===== src/rtl/g76_pkg.sv =====
// Shared types and screen geometry for the pixel request queue.
package g76_pkg;

    localparam int SCREEN_WIDTH  = 320;
    localparam int SCREEN_HEIGHT = 240;

    typedef struct packed {
        logic       write;
        logic [8:0] x;
        logic [7:0] y;
        logic [7:0] data;
    } pixel_cmd_t;

    typedef enum logic [1:0] {
        IDLE       = 2'd0,
        WRITE_WAIT = 2'd1,
        READ_WAIT  = 2'd2
    } queue_state_t;

    // Unsigned bounds check against the visible screen area.
    function automatic logic in_range(input pixel_cmd_t c);
        return (c.x < 9'(SCREEN_WIDTH)) && (c.y < 8'(SCREEN_HEIGHT));
    endfunction

endpackage


===== src/rtl/pixel_cmd_fifo.sv =====
// Synchronous FIFO of pixel commands; wrapping pointers plus a separate
// occupancy counter so full/empty never depend on pointer comparison.
module pixel_cmd_fifo
    import g76_pkg::*;
#(
    parameter int DEPTH = 8,
    localparam int AW = $clog2(DEPTH),
    localparam int CW = $clog2(DEPTH + 1)
) (
    input  logic          clock,
    input  logic          reset,
    input  logic          i_push,
    input  pixel_cmd_t    i_cmd,
    input  logic          i_pop,
    output pixel_cmd_t    o_head,
    output logic          o_full,
    output logic          o_empty,
    output logic [CW-1:0] o_count
);

    pixel_cmd_t    r_mem [DEPTH];
    logic [AW-1:0] r_wr_ptr;
    logic [AW-1:0] r_rd_ptr;
    logic [CW-1:0] r_count;
    logic          w_push;
    logic          w_pop;

    assign o_full  = (r_count == CW'(DEPTH));
    assign o_empty = (r_count == '0);
    assign o_count = r_count;
    assign o_head  = r_mem[r_rd_ptr];
    assign w_push  = i_push && !o_full;
    assign w_pop   = i_pop && !o_empty;

    // Storage write; contents need no reset since occupancy gates every read.
    always_ff @(posedge clock) begin
        if (w_push) r_mem[r_wr_ptr] <= i_cmd;
    end

    // Pointers and occupancy; simultaneous push and pop leave the count unchanged.
    always_ff @(posedge clock or negedge reset) begin
        if (!reset) begin
            r_wr_ptr <= '0;
            r_rd_ptr <= '0;
            r_count  <= '0;
        end else begin
            if (w_push) r_wr_ptr <= r_wr_ptr + AW'(1);
            if (w_pop)  r_rd_ptr <= r_rd_ptr + AW'(1);
            case ({w_push, w_pop})
                2'b10:   r_count <= r_count + CW'(1);
                2'b01:   r_count <= r_count - CW'(1);
                default: r_count <= r_count;
            endcase
        end
    end

endmodule


===== src/rtl/pixel_request_queue.sv =====
// Buffers host pixel commands and replays them one at a time onto the
// memory manager's request/complete handshake, with range and timeout traps.
module pixel_request_queue
    import g76_pkg::*;
#(
    parameter int DEPTH          = 8,
    parameter int TIMEOUT_CYCLES = 64
) (
    input  logic                         clock,
    input  logic                         reset,
    input  logic                         hostValid,
    output logic                         hostReady,
    input  logic                         hostWrite,
    input  logic [8:0]                   hostX,
    input  logic [7:0]                   hostY,
    input  logic [7:0]                   hostData,
    output logic [7:0]                   readData,
    output logic                         readDataValid,
    output logic                         readError,
    output logic                         rangeError,
    output logic                         timeoutError,
    input  logic                         clearErrors,
    output logic [$clog2(DEPTH+1)-1:0]   queueCount,
    output logic [8:0]                   memoryXCoord,
    output logic [7:0]                   memoryYCoord,
    output logic [7:0]                   memoryWriteData,
    output logic                         memoryWriteRequest,
    output logic                         memoryReadRequest,
    input  logic [7:0]                   memoryReadData,
    input  logic                         memoryReadComplete,
    input  logic                         memoryWriteComplete
);

    localparam int TW = $clog2(TIMEOUT_CYCLES + 1);

    queue_state_t r_state;
    logic [TW-1:0] r_timer;
    pixel_cmd_t   w_head;
    pixel_cmd_t   w_host_cmd;
    logic         w_full;
    logic         w_empty;
    logic         w_pop;
    logic         w_done;
    logic         w_expired;
    logic         w_range_set;
    logic         w_timeout_set;

    assign w_host_cmd = '{write: hostWrite, x: hostX, y: hostY, data: hostData};
    assign hostReady  = !w_full;

    // Only pop while idle, so request always spends one low cycle between commands.
    assign w_pop         = (r_state == IDLE) && !w_empty;
    assign w_done        = ((r_state == WRITE_WAIT) && memoryWriteComplete) ||
                           ((r_state == READ_WAIT)  && memoryReadComplete);
    assign w_expired     = (r_timer == TW'(TIMEOUT_CYCLES - 1));
    assign w_range_set   = w_pop && !in_range(w_head);
    assign w_timeout_set = (r_state != IDLE) && !w_done && w_expired;

    pixel_cmd_fifo #(.DEPTH(DEPTH)) u_fifo (
        .clock   (clock),
        .reset   (reset),
        .i_push  (hostValid),
        .i_cmd   (w_host_cmd),
        .i_pop   (w_pop),
        .o_head  (w_head),
        .o_full  (w_full),
        .o_empty (w_empty),
        .o_count (queueCount)
    );

    // Issue FSM: latch head on pop, hold request until completion or timeout.
    always_ff @(posedge clock or negedge reset) begin
        if (!reset) begin
            r_state            <= IDLE;
            r_timer            <= '0;
            memoryXCoord       <= '0;
            memoryYCoord       <= '0;
            memoryWriteData    <= '0;
            memoryWriteRequest <= 1'b0;
            memoryReadRequest  <= 1'b0;
            readData           <= '0;
            readDataValid      <= 1'b0;
            readError          <= 1'b0;
            rangeError         <= 1'b0;
            timeoutError       <= 1'b0;
        end else begin
            readDataValid <= 1'b0;
            readError     <= 1'b0;
            // A new error on the same edge as clearErrors keeps the flag set.
            rangeError    <= (rangeError && !clearErrors) || w_range_set;
            timeoutError  <= (timeoutError && !clearErrors) || w_timeout_set;

            case (r_state)
                IDLE: begin
                    if (w_pop) begin
                        memoryXCoord    <= w_head.x;
                        memoryYCoord    <= w_head.y;
                        memoryWriteData <= w_head.data;
                        r_timer         <= '0;
                        if (in_range(w_head)) begin
                            if (w_head.write) begin
                                memoryWriteRequest <= 1'b1;
                                r_state            <= WRITE_WAIT;
                            end else begin
                                memoryReadRequest <= 1'b1;
                                r_state           <= READ_WAIT;
                            end
                        end else if (!w_head.write) begin
                            readDataValid <= 1'b1;
                            readError     <= 1'b1;
                            readData      <= '0;
                        end
                    end
                end
                WRITE_WAIT: begin
                    if (memoryWriteComplete || w_expired) begin
                        memoryWriteRequest <= 1'b0;
                        r_state            <= IDLE;
                    end else begin
                        r_timer <= r_timer + TW'(1);
                    end
                end
                READ_WAIT: begin
                    if (memoryReadComplete) begin
                        readData          <= memoryReadData;
                        readDataValid     <= 1'b1;
                        memoryReadRequest <= 1'b0;
                        r_state           <= IDLE;
                    end else if (w_expired) begin
                        readData          <= '0;
                        readDataValid     <= 1'b1;
                        readError         <= 1'b1;
                        memoryReadRequest <= 1'b0;
                        r_state           <= IDLE;
                    end else begin
                        r_timer <= r_timer + TW'(1);
                    end
                end
                default: begin
                    memoryWriteRequest <= 1'b0;
                    memoryReadRequest  <= 1'b0;
                    r_state            <= IDLE;
                end
            endcase
        end
    end

endmodule


===== config.mk =====
export PLATFORM = sky130hd
export DESIGN_NAME = pixel_request_queue
export DESIGN_NICKNAME = d
export VERILOG_FILES = /design/src/rtl/g76_pkg.sv /design/src/rtl/pixel_cmd_fifo.sv /design/src/rtl/pixel_request_queue.sv
export SDC_FILE = /design/constraint.sdc
export NUM_CORES = 1
export LEC_CHECK = 0
export ABC_AREA = 0
export CAP_MARGIN = 25
export CORE_MARGIN = 2
export CORE_UTILIZATION = 25
export CTS_BUF_LIST = sky130_fd_sc_hd__clkbuf_16
export CTS_CLUSTER_SIZE = 24
export DETAILED_ROUTE_END_ITERATION = 10
export MAX_ROUTING_LAYER = met4
export PLACE_DENSITY = 0.43
export SLEW_MARGIN = 0
export SYNTH_ARGS = -nofsm -noshare
export SYNTH_HDL_FRONTEND = slang
export SYNTH_SLANG_ARGS = --single-unit

===== constraint.sdc =====
create_clock -name clock -period 4.7 [get_ports clock]
set_input_delay 0.94 -clock clock [delete_from_list [all_inputs] [get_ports clock]]
set_output_delay 0.94 -clock clock [all_outputs]
set_load 0.02 [all_outputs]

; Word level (Yosys, flattened, before mapping)
; Memory sizes are Yosys's and may differ from the RTL's.
; Cells that the tools add are included.
[totals]
ff_bits = 58
elab_cells = 113
ramBits = 208
n_memories = 1
inputBits = 40
out_inout_bits = 44
[memory_table]
columns = memory, words, word_bits, rd, rd_clocked_by_memory_dff, wr, line
row1 = u_fifo.r_mem, 8, 26, 1, 0, 1, pixel_cmd_fifo.sv:21  ; pixel_cmd_t r_mem [DEPTH];
[classes]
bitwise_logic = 2
eq_ne = 16
n_reduce_logical = 32
order_cmp = 2
add_sub_neg = 5
muxes = 40
[op_table]
columns = op, count
row1 = 2-to-1 mux 8 bit, 5
row2 = 2-to-1 mux 7 bit, 4
row3 = case mux 7 bit (3 select lines), 1
row4 = AND reduction 5 bit, 4
row5 = 2-to-1 mux 1 bit, 17
row6 = case mux 8 bit (2 select lines), 1
row7 = 2-to-1 mux 2 bit, 6
row8 = != test 2 bit (second input constant), 6
row9 = logical AND 1 bit, 11
row10 = less-than comparator 9 bit (second input constant), 1
row11 = less-than comparator 8 bit (second input constant), 1
row12 = case mux 4 bit (2 select lines), 1
row13 = adder 7 x 1 -> 7 bit (second input constant), 1
row14 = == test 7 x 6 -> 1 bit (second input constant), 1
row15 = adder 3 x 1 -> 3 bit (second input constant), 2
row16 = != test 2 x 1 -> 1 bit (second input constant), 3
row17 = case mux 1 bit (3 select lines), 2
row18 = case mux 2 bit (3 select lines), 1
row19 = nonzero test 2 bit, 3
row20 = logical NOT 1 bit, 5
row21 = adder 4 x 1 -> 4 bit (second input constant), 1
row22 = == test 2 x 1 -> 1 bit (second input constant), 2
row23 = == test 2 bit (second input constant), 2
row24 = == test 4 bit (second input constant), 1
row25 = other kinds (10), 15

; Logic depth before layout (Yosys ltp)
[logic_depth]
depth_word = 7
ltp_mapped = 12
mapped_depth_nobuf = 11

; Cells and area by module
; From an unflattened synthesis, not the netlist that was laid out.
[hier_totals]
hier_cells = 536
area_unflattened_um2 = 10786.6
[by_module_without_submodules]
columns = mod, seq_area_each_um2, instances, area_per_inst_um2, cells_per_inst
row1 = pixel_cmd_fifo, 6496.2, 1, 8657.1, 368
row2 = pixel_request_queue, 1201.2, 1, 2129.5, 168

; Worst setup path after synthesis
; OpenSTA, ideal clock, no wires.
[synth_path]
path_type = input -> register
startpoint = in hostValid
endpoint = mem u_fifo.r_mem[0][0] in the netlist's numbering, enable pin
slack_ns = 0.615
n_path_buf = 0
t_arrival_ns = 3.610
path_stages = 2
required_time_ns = 4.225
setup_ns = 0.475
cell_sequence = nand2_1 nor4_1
[synth_via]
elab_chain_cells = 3
[synth_rtl]
columns = element, line
row1 = "start, declared", pixel_request_queue.sv:11  ; input logic hostValid,
row2 = logical AND 1 bit, pixel_cmd_fifo.sv:32  ; assign w_push = i_push && !o_full;
row3 = 2-to-1 mux 1 bit, pixel_cmd_fifo.sv:37  ; if (w_push) r_mem[r_wr_ptr] <= i_cmd;
row4 = 2-to-1 mux 1 bit (not written as such), pixel_cmd_fifo.sv:37
row5 = "end, declared", pixel_cmd_fifo.sv:21
; No other way between the ends.

; Worst setup path in the final report
[layout_path]
startpoint = reg u_fifo.r_rd_ptr[1]
endpoint = reg readData[1]
[layout_via]
elab_chain_cells = 5
elab_cells_between_ends = 7
cone_classes = 2 x order compare / 2 x eq/ne / 2 x reduce/logical / 1 x memory
[layout_rtl]
columns = element, line
row1 = "start, declared", pixel_cmd_fifo.sv:23  ; logic [AW-1:0] r_rd_ptr;
row2 = "start signal, assigned", pixel_cmd_fifo.sv:48  ; if (w_pop) r_rd_ptr <= r_rd_ptr + AW'(1);
row3 = memory (8 x 26 bit) (*), -
row4 = less-than comparator 9 bit or less-than comparator 8 bit (tied branches), g76_pkg.sv:22  ; return (c.x < 9'(SCREEN_WIDTH)) && (c.y < 8'(SCREEN_HEIGHT));
row5 = logical AND 1 bit, g76_pkg.sv:22
row6 = != test 2 bit (no line), -
row7 = AND reduction 5 bit (no line) (*), -
row8 = "end signal, assigned", pixel_request_queue.sv:125  ; readData <= memoryReadData;
row9 = "end, declared", pixel_request_queue.sv:17  ; output logic [7:0] readData,
; Every way passes the cells marked *; elsewhere a longest branch is shown, timed or not.
; A chain may end at the register's enable or synchronous reset.

==> impl_metrics.prom <==
# TYPE chip_impl_metric gauge
chip_impl_info{name="synth_top_family_by_area",value="multiplexers"} 1
chip_impl_info{name="postSynth.topFlopCell",value="edfxtp_1"} 1
chip_impl_metric{name="grt_start_max_net_pins",unit=""} 45
chip_impl_metric{name="avgSynthCellArea",unit="um2"} 18.5
chip_impl_metric{name="power-per-cell-area",unit="nW/um2"} 644
chip_impl_metric{name="area_growth_syn_to_layout",unit="%"} 22.2
chip_impl_metric{name="synth_edf_count",unit=""} 208
chip_impl_metric{name="firstDrtPassIters",unit=""} 4
chip_impl_metric{name="crit_path_max_incr_delay",unit="ns"} 0.81
chip_impl_info{name="critical_path.cell_chain",value="nor2b_1, a22oi_1, o21ai_1, a21boi_1, a41oi_4, a211o_1, mux2_4"} 1
chip_impl_metric{name="power_leakage",unit="uW"} 0.00451
chip_impl_metric{name="cp.arrival",unit="ns"} 3.77
chip_impl_metric{name="port_buffers",unit=""} 83
chip_impl_info{name="tritoncts_clock_tree",value="built"} 1
chip_impl_metric{name="initial_antenna_violation_count",unit=""} 0
chip_impl_info{name="critical-path-slowest-cell",value="nor2b_1"} 1
chip_impl_metric{name="n_antenna_cell",unit=""} 0
chip_impl_info{name="cts_root_buffer",value="clkbuf_16"} 1
chip_impl_metric{name="postRouteWirelength",unit="mm"} 23.6
chip_impl_metric{name="synth_cell_types",unit=""} 50
chip_impl_metric{name="globalRoute.totalOverflow",unit=""} 0
chip_impl_metric{name="floorplan.initialDensity",unit="%"} 25.2
chip_impl_metric{name="worst-path-max-fanout",unit=""} 30
chip_impl_metric{name="routed_via_density",unit=""} 4.39
chip_impl_metric{name="post_cts.repair.setup_buffers",unit=""} 0
chip_impl_metric{name="required",unit="ns"} 5.13
chip_impl_metric{name="cts_repair_resize_count",unit=""} 0
chip_impl_metric{name="worst-r2r-setup-slack",unit="ns"} 1.36
chip_impl_info{name="outcome",value="finished clean"} 1
chip_impl_metric{name="slew_viol_final",unit=""} 0
chip_impl_metric{name="die_y",unit="um"} 209
chip_impl_metric{name="clock_path_buffers",unit=""} 3
chip_impl_metric{name="cts_buffers",unit=""} 29
chip_impl_metric{name="max-slew-margin-rel",unit="%"} 41.5
chip_impl_metric{name="synth_seq_area_share",unit="%"} 73.1
chip_impl_info{name="critical_path.endpoint_type",value="flop"} 1
chip_impl_metric{name="synth_fp_nets",unit=""} 620
chip_impl_metric{name="timing.fmax",unit="MHz"} 299
chip_impl_info{name="startpoint_type",value="flop"} 1
chip_impl_metric{name="cts.clk_slew.worst_paths",unit="ns"} 0.06
chip_impl_metric{name="finalWorstPathRequiredPeriod",unit="ns"} 3.34
chip_impl_metric{name="synth.mux.area_fraction",unit="%"} 14.7
chip_impl_metric{name="syn_inst_count",unit=""} 569
chip_impl_metric{name="syn-cell-area",unit="um2"} 10500
chip_impl_metric{name="path_buf_inv",unit=""} 0
chip_impl_metric{name="report.final.hold_viol_count",unit=""} 0
chip_impl_metric{name="cts.htree.levels",unit=""} 1
chip_impl_metric{name="synth_warn",unit=""} 0
chip_impl_metric{name="drive_above_1_share",unit="%"} 18.1
chip_impl_metric{name="timing.max_cap.violations",unit=""} 0
chip_impl_metric{name="vdd.ir_drop.worst",unit="mV"} 0.283
chip_impl_metric{name="gr-usage-all-layers",unit="%"} 11.2
chip_impl_metric{name="synthAdderAreaFrac",unit="%"} 1.38
chip_impl_metric{name="layout_worst_path_cycle_share",unit="%"} 71.1
chip_impl_metric{name="core",unit="um2"} 41800
chip_impl_metric{name="setup-tns-final",unit="ns"} 0
chip_impl_metric{name="post_synthesis_compound_gate_area_fraction",unit="%"} 4.12
chip_impl_metric{name="final_util",unit="%"} 30.8
chip_impl_metric{name="synth_xor_area_share",unit="%"} 0.666
chip_impl_metric{name="io_pins",unit=""} 84
chip_impl_metric{name="detailed_place_hpwl",unit="mm"} 14.1
chip_impl_info{name="rsz0062_at_grt",value="no"} 1
chip_impl_metric{name="die_area",unit="um2"} 43800
chip_impl_metric{name="clkSinkCount",unit=""} 266
chip_impl_metric{name="worstSkewPairLatency",unit="ns"} 0.56
chip_impl_metric{name="final_net_count",unit=""} 723
chip_impl_metric{name="drc",unit=""} 0
chip_impl_metric{name="final_antenna_net_count",unit=""} 0
chip_impl_metric{name="grt_pass1_vias",unit=""} 5847
chip_impl_info{name="worst_hold_path_type",value="primary input to async pin"} 1
chip_impl_metric{name="die_span_in_x",unit="um"} 209
chip_impl_metric{name="drt-initial-drc-count",unit=""} 262
chip_impl_metric{name="rows",unit=""} 75
chip_impl_metric{name="postSynthRegisterBits",unit=""} 266
chip_impl_metric{name="cts.hold.buffers_added",unit=""} 0
chip_impl_metric{name="routedWlPerCell",unit="um"} 19.1
chip_impl_metric{name="tightestPinTransition",unit="ns"} 0.875
chip_impl_metric{name="synthArstFlopShare",unit="%"} 21.8
chip_impl_metric{name="grt_pass1_wl",unit="mm"} 36.4
chip_impl_metric{name="routabilityCongestion",unit=""} 0.748
chip_impl_metric{name="timing.clock.skew",unit="ns"} 0.0147
chip_impl_info{name="timing.setup.critical_path_class",value="flop to flop"} 1
chip_impl_info{name="delay_heaviest_family_cp",value="compound AO/OA/AOI/OAI gates"} 1
chip_impl_metric{name="via_count_of_the_routed_design",unit=""} 5423
chip_impl_metric{name="simple_gate_area_share_of_the_yosys_netlist",unit="%"} 4.18
chip_impl_metric{name="setup_violations",unit=""} 0
-- metal layers --
metal / global-route usage [%] / vias to the layer above / share of wire (%) / wire length, um
met3: 1.76 / 39 / 3.6 / 851
li1: - / 2450 / - / -
met1: 14.9 / 2811 / 46 / 10800
met5: - / - / 0 / 0
met4: 2.81 / 0 / 2.2 / 512
met2: 18.1 / 123 / 48 / 11400
-- cell usage after synthesis (all sizes together), types with 2 or more instances --
cell type	instances	area, um2
a211o	2	17.5
a21oi	5	25.0
a221oi	5	68.8
a22oi	2	15.0
and2	5	31.3
and3	8	50.1
buf	13	106
clkbuf	12	45.0
dfrtp	58	1450
edfxtp	208	6250
ha	10	125
inv	9	33.8
mux2	15	199
mux2i	33	330
mux4	45	1020
nand2	35	131
nand2b	7	43.8
nand3	5	25.0
nor2	16	60.1
nor2b	2	12.5
nor3	7	35.0
nor4	3	18.8
o21ai	32	160
o21bai	2	15.0
o22ai	3	18.8
o31ai	4	30.0
or2	2	12.5
xnor2	6	52.6
xor2	2	17.5
-- report_power, final --
part           leakage (uW)  total, uW  internal (uW)  switching (uW)
clock network      0.000469       2010           1110             894
logic               0.00143       2860           1330            1530
registers           0.00261       3410           3050             361
total               0.00451       8280           5500            2780
-- per-stage QoR --
step	setup WS [ns]	hold slack (ns)	cells	area, um2	power, uW
floorplan	0.615	0.445	569	10500	5360
global placement	1.39	0.470	1180	12000	6340
detailed placement	1.29	0.473	1180	12000	6400
CTS	1.27	0.451	1234	12900	8440
global route	1.13	0.473	1234	12900	8780
finish	1.36	0.449	1234	12900	8280
-- flip-flops by register name, summed over array words and instances (netlist names), 2 cells and up --
signal	count
memoryWriteData	8
memoryXCoord	9
memoryYCoord	8
r_state	2
r_timer	7
readData	8
u_fifo.o_count	4
u_fifo.r_mem	208
u_fifo.r_rd_ptr	3
u_fifo.r_wr_ptr	3
-- kinds of logic (layout without fill, tap and decap cells) --
kind of cell	Yosys count	count (layout)
buffers and inverters	35	161
xor gates and xnor gates	8	8
DFF	266	266
adders and majority gates	11	11
muxes	93	93
AOI/OAI and AO/OA	63	63
and+or+nand+nor	93	93
-- final timing paths --
path                                   end               start  cells past startpoint
setup / recovery               readData[1]  u_fifo.r_rd_ptr[1]                      7
hold / removal             memoryXCoord[8]               reset                      1
setup reg to reg               readData[1]  u_fifo.r_rd_ptr[1]                      7
hold reg to reg                 r_timer[5]          r_timer[5]                      1
max in group asynchronous      readData[7]               reset                      2
min in group clock              r_timer[5]          r_timer[5]                      1
-- placed cells by master, fill, tap and decap left out, types with 6 or more instances in the layout --
cell type	n
nand2_1	35
inv_1	23
xnor2_1	6
nor2_1	13
clkinv_1	6
mux2i_1	33
o21ai_1	20
mux2_4	8
clkbuf_16	29
nand2b_1	6
o21ai_0	12
mux4_2	43
edfxtp_1	208
mux2_2	7
and3_1	8
buf_4	14
dfrtp_1	56
clkdlybuf4s50_1	82
ha_1	10
-- area by class of cell --
| class | count | area (um2) |
|---|---|---|
| clock buffer | 29 | 726 |
| clock inverter | 25 | 116 |
| fill | 4069 | 28900 |
| inverter | 10 | 37.5 |
| multi-input combinational | 268 | 2680 |
| sequential | 266 | 7700 |
| tap | 539 | 674 |
| timing repair buffer | 97 | 931 |
Power figures use the tool's default switching activity.
